--- config.mk ---
export PLATFORM = sky130hd
export DESIGN_NAME = bcd_convert_sequencer
export DESIGN_NICKNAME = d
export VERILOG_FILES = /design/src/rtl/bcd_convert_sequencer.sv
export SDC_FILE = /design/constraint.sdc
export NUM_CORES = 1
export LEC_CHECK = 0
export ABC_AREA = 1
export ABC_CLOCK_PERIOD_IN_PS = 1900
export CAP_MARGIN = 20
export CORE_MARGIN = 5
export CORE_UTILIZATION = 35
export CTS_CLUSTER_DIAMETER = 50
export DETAILED_ROUTE_END_ITERATION = 6
export MAX_ROUTING_LAYER = met4
export SLEW_MARGIN = 10
export SYNTH_ARGS = -nofsm -noshare
export SYNTH_HDL_FRONTEND = slang
export SYNTH_SLANG_ARGS = --single-unit
--- constraint.sdc ---
create_clock -name clk -period 1.9 [get_ports clk]
set_clock_uncertainty 0.1 [all_clocks]
set_input_delay 0.285 -clock clk [delete_from_list [all_inputs] [get_ports clk]]
set_output_delay 0.285 -clock clk [all_outputs]
set_load 0.05 [all_outputs]
--- src/rtl/bcd_convert_sequencer.sv ---
// Multi-cycle binary-to-BCD converter (shift-and-add-3) with start/busy/done handshake.
// The result register holds the last completed BCD word; out-of-range inputs saturate to all 9s.
//
//   state | meaning
//   ------+---------------------------------------------------------------
//   IDLE  | waiting for start; bcd_out/ovf hold the last result
//   SHIFT | one adjust+shift iteration per clk, IN_W iterations in total
module bcd_convert_sequencer #(
  parameter int IN_W   = 14,
  parameter int DIGITS = 4
) (
  input  logic                  clk,
  input  logic                  reset_p,
  input  logic                  start,
  input  logic [IN_W-1:0]       bin,
  output logic                  busy,
  output logic                  done,
  output logic                  ovf,
  output logic [4*DIGITS-1:0]   bcd_out
);

  localparam int BCD_W = 4 * DIGITS;
  localparam int CNT_W = $clog2(IN_W + 1);
  localparam logic [63:0]      LIMIT    = 64'(10 ** DIGITS - 1);
  localparam logic [CNT_W-1:0] CNT_LOAD = CNT_W'(IN_W);
  localparam logic [CNT_W-1:0] CNT_ONE  = CNT_W'(1);
  localparam logic [BCD_W-1:0] ALL_NINE = {DIGITS{4'h9}};

  typedef enum logic {IDLE, SHIFT} state_t;

  state_t             state_q, state_d;
  logic [IN_W-1:0]    shift_q, shift_d;
  logic [BCD_W-1:0]   acc_q, acc_d;
  logic [CNT_W-1:0]   cnt_q, cnt_d;
  logic               ovf_pend_q, ovf_pend_d;
  logic               busy_q, busy_d;
  logic               done_q, done_d;
  logic               ovf_q, ovf_d;
  logic [BCD_W-1:0]   bcd_q, bcd_d;

  logic [BCD_W-1:0]   acc_adj;
  logic [BCD_W-1:0]   acc_nxt;
  logic [IN_W-1:0]    shift_nxt;

  // One add-3 per digit, then the combined {acc, shift} register moves left by one.
  always_comb begin
    acc_adj = acc_q;
    for (int i = 0; i < DIGITS; i++) begin
      if (acc_q[4*i +: 4] >= 4'd5) acc_adj[4*i +: 4] = acc_q[4*i +: 4] + 4'd3;
    end
    acc_nxt   = {acc_adj[BCD_W-2:0], shift_q[IN_W-1]};
    shift_nxt = {shift_q[IN_W-2:0], 1'b0};
  end

  always_ff @(posedge clk or posedge reset_p) begin
    if (reset_p) begin
      state_q    <= IDLE;
      shift_q    <= '0;
      acc_q      <= '0;
      cnt_q      <= '0;
      ovf_pend_q <= 1'b0;
      busy_q     <= 1'b0;
      done_q     <= 1'b0;
      ovf_q      <= 1'b0;
      bcd_q      <= '0;
    end else begin
      state_q    <= state_d;
      shift_q    <= shift_d;
      acc_q      <= acc_d;
      cnt_q      <= cnt_d;
      ovf_pend_q <= ovf_pend_d;
      busy_q     <= busy_d;
      done_q     <= done_d;
      ovf_q      <= ovf_d;
      bcd_q      <= bcd_d;
    end
  end

  always_comb begin
    state_d    = state_q;
    shift_d    = shift_q;
    acc_d      = acc_q;
    cnt_d      = cnt_q;
    ovf_pend_d = ovf_pend_q;
    busy_d     = busy_q;
    done_d     = 1'b0;
    ovf_d      = ovf_q;
    bcd_d      = bcd_q;
    case (state_q)
      IDLE: begin
        if (start) begin
          shift_d    = bin;
          acc_d      = '0;
          cnt_d      = CNT_LOAD;
          busy_d     = 1'b1;
          ovf_pend_d = (64'(bin) > LIMIT);
          state_d    = SHIFT;
        end
      end
      SHIFT: begin
        acc_d   = acc_nxt;
        shift_d = shift_nxt;
        cnt_d   = cnt_q - CNT_ONE;
        if (cnt_q == CNT_ONE) begin
          bcd_d   = ovf_pend_q ? ALL_NINE : acc_nxt;
          ovf_d   = ovf_pend_q;
          done_d  = 1'b1;
          busy_d  = 1'b0;
          state_d = IDLE;
        end
      end
      default: state_d = IDLE;
    endcase
  end

  assign busy    = busy_q;
  assign done    = done_q;
  assign ovf     = ovf_q;
  assign bcd_out = bcd_q;

endmodule

==> impl_metrics.prom <==
# TYPE chip_impl_metric gauge
chip_impl_info{name="outcome",value="finished clean"} 1
chip_impl_metric{name="seqPwrFrac",unit="%"} 35.3
chip_impl_metric{name="share_of_the_clock_period_used_by_the_worst_path",unit="%"} 96.6
chip_impl_metric{name="maximum_number_of_pins_on_one_net_before_global_route_repair",unit=""} 37
chip_impl_metric{name="max_clock_freq",unit="MHz"} 545
chip_impl_metric{name="synth_edf_count",unit=""} 0
chip_impl_metric{name="post_drt_wl_per_cell",unit="µm"} 12.1
chip_impl_metric{name="critical-path-max-stage-delay",unit="ns"} 0.79
chip_impl_info{name="clock-root-buffer",value="sky130_fd_sc_hd__clkbuf_8"} 1
chip_impl_metric{name="worstPathBufferInverterCount",unit=""} 1
chip_impl_metric{name="synth-adder-area-share",unit="%"} 4.72
chip_impl_metric{name="worst_slew_margin_relative_to_its_limit",unit="%"} 67.3
chip_impl_metric{name="finalHoldViolCount",unit=""} 0
chip_impl_metric{name="clkLatencyLatePin",unit="ns"} 0.31
chip_impl_metric{name="cts.path.max_buffers",unit=""} 2
chip_impl_info{name="critical_path.slowest_cell",value="sky130_fd_sc_hd__clkdlybuf4s50_1"} 1
chip_impl_info{name="synth_top_family_by_area",value="simple AND/OR/NAND/NOR gates"} 1
chip_impl_info{name="unrepaired_setup_endpoints_after_global_routing",value="false"} 1
chip_impl_metric{name="synth.mux.area_fraction",unit="%"} 0
chip_impl_metric{name="fraction_of_power_spent_switching_nets",unit="%"} 47.2
chip_impl_metric{name="cts_setup_buffers",unit=""} 0
chip_impl_metric{name="layout-area-overhead-vs-synth",unit="%"} 21.7
chip_impl_metric{name="synthesis.yosys.warnings",unit=""} 0
chip_impl_metric{name="quantity_of_gates_resized_following_cts",unit=""} 0
chip_impl_metric{name="worst-path-max-fanout",unit=""} 2
chip_impl_info{name="startpoint_type",value="flop"} 1
chip_impl_metric{name="drt_drc_violations_left",unit=""} 0
chip_impl_metric{name="seq_area_frac_synth",unit="%"} 51.9
chip_impl_metric{name="numPlacedInstances",unit=""} 460
chip_impl_metric{name="max_capacitance_violation_total",unit=""} 0
chip_impl_metric{name="tritoncts.num_buffers",unit=""} 5
chip_impl_metric{name="routabilityCongestion",unit=""} 0.854
chip_impl_info{name="synth-main-ff-cell",value="sky130_fd_sc_hd__dfrtp_1"} 1
chip_impl_metric{name="power_density",unit="mW/mm²"} 1820
chip_impl_metric{name="final_antenna_net_count",unit=""} 0
chip_impl_metric{name="ys_seq_elements",unit=""} 55
chip_impl_metric{name="static-leakage-power",unit="nW"} 1.68
chip_impl_metric{name="grt.total_usage",unit="%"} 12.8
chip_impl_info{name="critical_path.endpoint_type",value="output pin"} 1
chip_impl_metric{name="synth_xor_xnor_area_share",unit="%"} 0
chip_impl_metric{name="timing.final.max_slew_violations",unit=""} 0
chip_impl_info{name="synthDominantAreaCellType",value="sky130_fd_sc_hd__dfrtp_1"} 1
chip_impl_metric{name="detailed_place.area",unit="mm²"} 0.00312
chip_impl_metric{name="switching_power",unit="mW"} 2.78
chip_impl_metric{name="setup_viol",unit=""} 0
chip_impl_metric{name="core",unit="mm²"} 0.00733
chip_impl_metric{name="worst_endpoint_data_arrival_time",unit="ns"} 1.45
chip_impl_metric{name="place.detailed.hpwl",unit="µm"} 4140
chip_impl_metric{name="yosys.area.top_type_share",unit="%"} 51.9
chip_impl_metric{name="num-nets-final",unit=""} 395
chip_impl_metric{name="final_area",unit="mm²"} 0.00323
chip_impl_metric{name="drt_wl_total",unit="µm"} 5660
chip_impl_metric{name="io_pins",unit=""} 36
chip_impl_info{name="tritoncts",value="yes"} 1
chip_impl_metric{name="cell_area_synth",unit="mm²"} 0.00265
chip_impl_info{name="synth.area.top_cells",value="sky130_fd_sc_hd__dfrtp_1 52%, sky130_fd_sc_hd__nand2_1 17%, sky130_fd_sc_hd__nand3_1 7.2%, sky130_fd_sc_hd__inv_1 5.2%, sky130_fd_sc_hd__ha_1 4.7%"} 1
chip_impl_metric{name="vias",unit=""} 2195
chip_impl_metric{name="async_reset_ff_share",unit="%"} 100
chip_impl_info{name="worstHoldPathType",value="input pin to asynchronous set/reset pin"} 1
chip_impl_metric{name="drt-pass1-iter-count",unit=""} 4
chip_impl_metric{name="viasPerCell",unit=""} 4.69
chip_impl_metric{name="clk_transition_reported_paths",unit="ns"} 0.10
chip_impl_metric{name="cts-htree-levels",unit=""} 2
chip_impl_metric{name="vias_in_the_first_global_route",unit=""} 2183
chip_impl_metric{name="floorplan.die.height",unit="µm"} 97.1
chip_impl_metric{name="detail_route.iter0.violations",unit=""} 122
chip_impl_info{name="mostFrequentLayoutCell",value="sky130_fd_sc_hd__nand2_1"} 1
chip_impl_info{name="kind_of_critical_path",value="flop to output pin"} 1
chip_impl_metric{name="cts_hold_buffers",unit=""} 0
chip_impl_metric{name="share_of_cells_above_drive_strength_1",unit="%"} 11.7
chip_impl_metric{name="synth-compound-area-share",unit="%"} 6.32
chip_impl_metric{name="floorplan.die_area",unit="mm²"} 0.00942
chip_impl_metric{name="comb_power_share",unit="%"} 52.6
chip_impl_metric{name="antenna_found_initial",unit=""} 0
chip_impl_metric{name="dieWidth",unit="µm"} 97.1
chip_impl_metric{name="synth.lib_cells_used.distinct",unit=""} 18
chip_impl_metric{name="slew_of_the_pin_with_the_lowest_slew_margin",unit="ns"} 0.489
chip_impl_metric{name="initial_core_util",unit="%"} 36.2
chip_impl_metric{name="final_period_minus_worst_setup_slack",unit="ns"} 1.84
chip_impl_metric{name="synthCells",unit=""} 325
chip_impl_metric{name="grt_overflow_total",unit=""} 0
chip_impl_metric{name="ir_worst_vdd",unit="µV"} 514
chip_impl_metric{name="antennaDiodeCount",unit=""} 0
chip_impl_metric{name="intPower",unit="mW"} 3.10
chip_impl_metric{name="syn_area_per_cell",unit="µm²"} 8.16
chip_impl_info{name="layout.cells.most_common_list",value="118 x sky130_fd_sc_hd__nand2_1, 55 x sky130_fd_sc_hd__dfrtp_1, 38 x sky130_fd_sc_hd__nand3_1"} 1
chip_impl_metric{name="fin_setup_tns",unit="ns"} 0
chip_impl_metric{name="io_buffers",unit=""} 35
chip_impl_metric{name="final_cells",unit=""} 468
chip_impl_metric{name="grt_first_pass_wirelength",unit="µm"} 9870
chip_impl_metric{name="row_count",unit=""} 31
chip_impl_metric{name="worst_ep_required_time",unit="ns"} 1.51
chip_impl_info{name="crit_path_cell_trace",value="clkdlybuf4s50_1"} 1
chip_impl_metric{name="simple_gate_portion_of_the_synthesized_area",unit="%"} 29.2
chip_impl_metric{name="clock_sinks",unit=""} 55
chip_impl_metric{name="clock_power_share",unit="%"} 12.1
chip_impl_metric{name="syn-num-nets",unit=""} 352
chip_impl_info{name="critical-path-top-delay-family",value="buffers and inverters"} 1
## sequential cells by signal, summed over array words and instances, names as in the netlist
signal	count
state_q	1
shift_q	14
ovf_pend_q	1
acc_q	16
busy	1
bcd_out	16
ovf	1
done	1
cnt_q	4
## through the flow
stage	hold slack, ns	power (mW)	utilization (%)	worst slack, ns
global route	0.116	6.41	44.0	0.0216
floorplan	0.318	4.35	-	0.172
finish	0.109	5.88	44.0	0.0641
CTS	0.111	5.95	44.0	0.0455
global placement	0.364	5.14	42.6	0.244
detailed placement	0.368	5.22	42.6	0.175
## cells by family (layout without fill, tap and decap cells)
logic type | count (synthesis) | in the layout
AND/OR/NAND/NOR | 183 | 183
flip-flops | 55 | 55
buffers and inverters | 47 | 91
AO/OA/AOI/OAI | 30 | 30
adder cells (fa/ha/maj) | 10 | 10
## power groups by stage
stage               combinational (mW)  clock [mW]  sequential (mW)
global placement                  3.05           0             2.09
global route                      3.48       0.780             2.15
finish                            3.09       0.712             2.08
floorplan                         1.69           0             2.66
detailed placement                3.12           0             2.10
CTS                               3.13       0.742             2.08
## synth_stat cells, types with 3 or more instances
library cell,number
sky130_fd_sc_hd__nor2_1,18
sky130_fd_sc_hd__o21ai_0,14
sky130_fd_sc_hd__nand2_1,118
sky130_fd_sc_hd__buf_6,3
sky130_fd_sc_hd__inv_1,37
sky130_fd_sc_hd__a21oi_1,7
sky130_fd_sc_hd__nand4_1,3
sky130_fd_sc_hd__ha_1,10
sky130_fd_sc_hd__or2_2,4
sky130_fd_sc_hd__buf_2,7
sky130_fd_sc_hd__dfrtp_1,55
sky130_fd_sc_hd__o22ai_1,5
sky130_fd_sc_hd__nand3_1,38
## layer usage
| layer | global-route usage (%) | up-vias | wire length, µm |
|---|---|---|---|
| met5 | - | - | 0 |
| met4 | 3.56 | 0 | 65 |
| met3 | 2.80 | 8 | 231 |
| met2 | 21.4 | 42 | 2690 |
| met1 | 15.6 | 1028 | 2670 |
| li1 | - | 1117 | - |
## path summary, 6_finish.rpt
path	from	endpoint	slack, ns	depth (start not counted)
min reg2reg	shift_q[11]	shift_q[11]	0.39	2
max in group asynchronous	reset_p	bcd_out[14]	1.13	3
min	reset_p	shift_q[3]	0.11	2
min in group clk	shift_q[11]	shift_q[11]	0.39	2
max	bcd_out[8]	bcd_out[8]	0.06	1
max reg2reg	cnt_q[1]	bcd_out[4]	0.18	9
## cell type report
class	count	area (µm²)
Fill cell	705	4100
Sequential cell	55	1380
Multi-Input combinational cell	223	1070
Timing Repair Buffer	46	415
Inverter	37	139
Tap cell	99	124
Clock buffer	7	96.3
Clock inverter	1	7.51
Note: power is estimated with default switching activity, not from simulation.
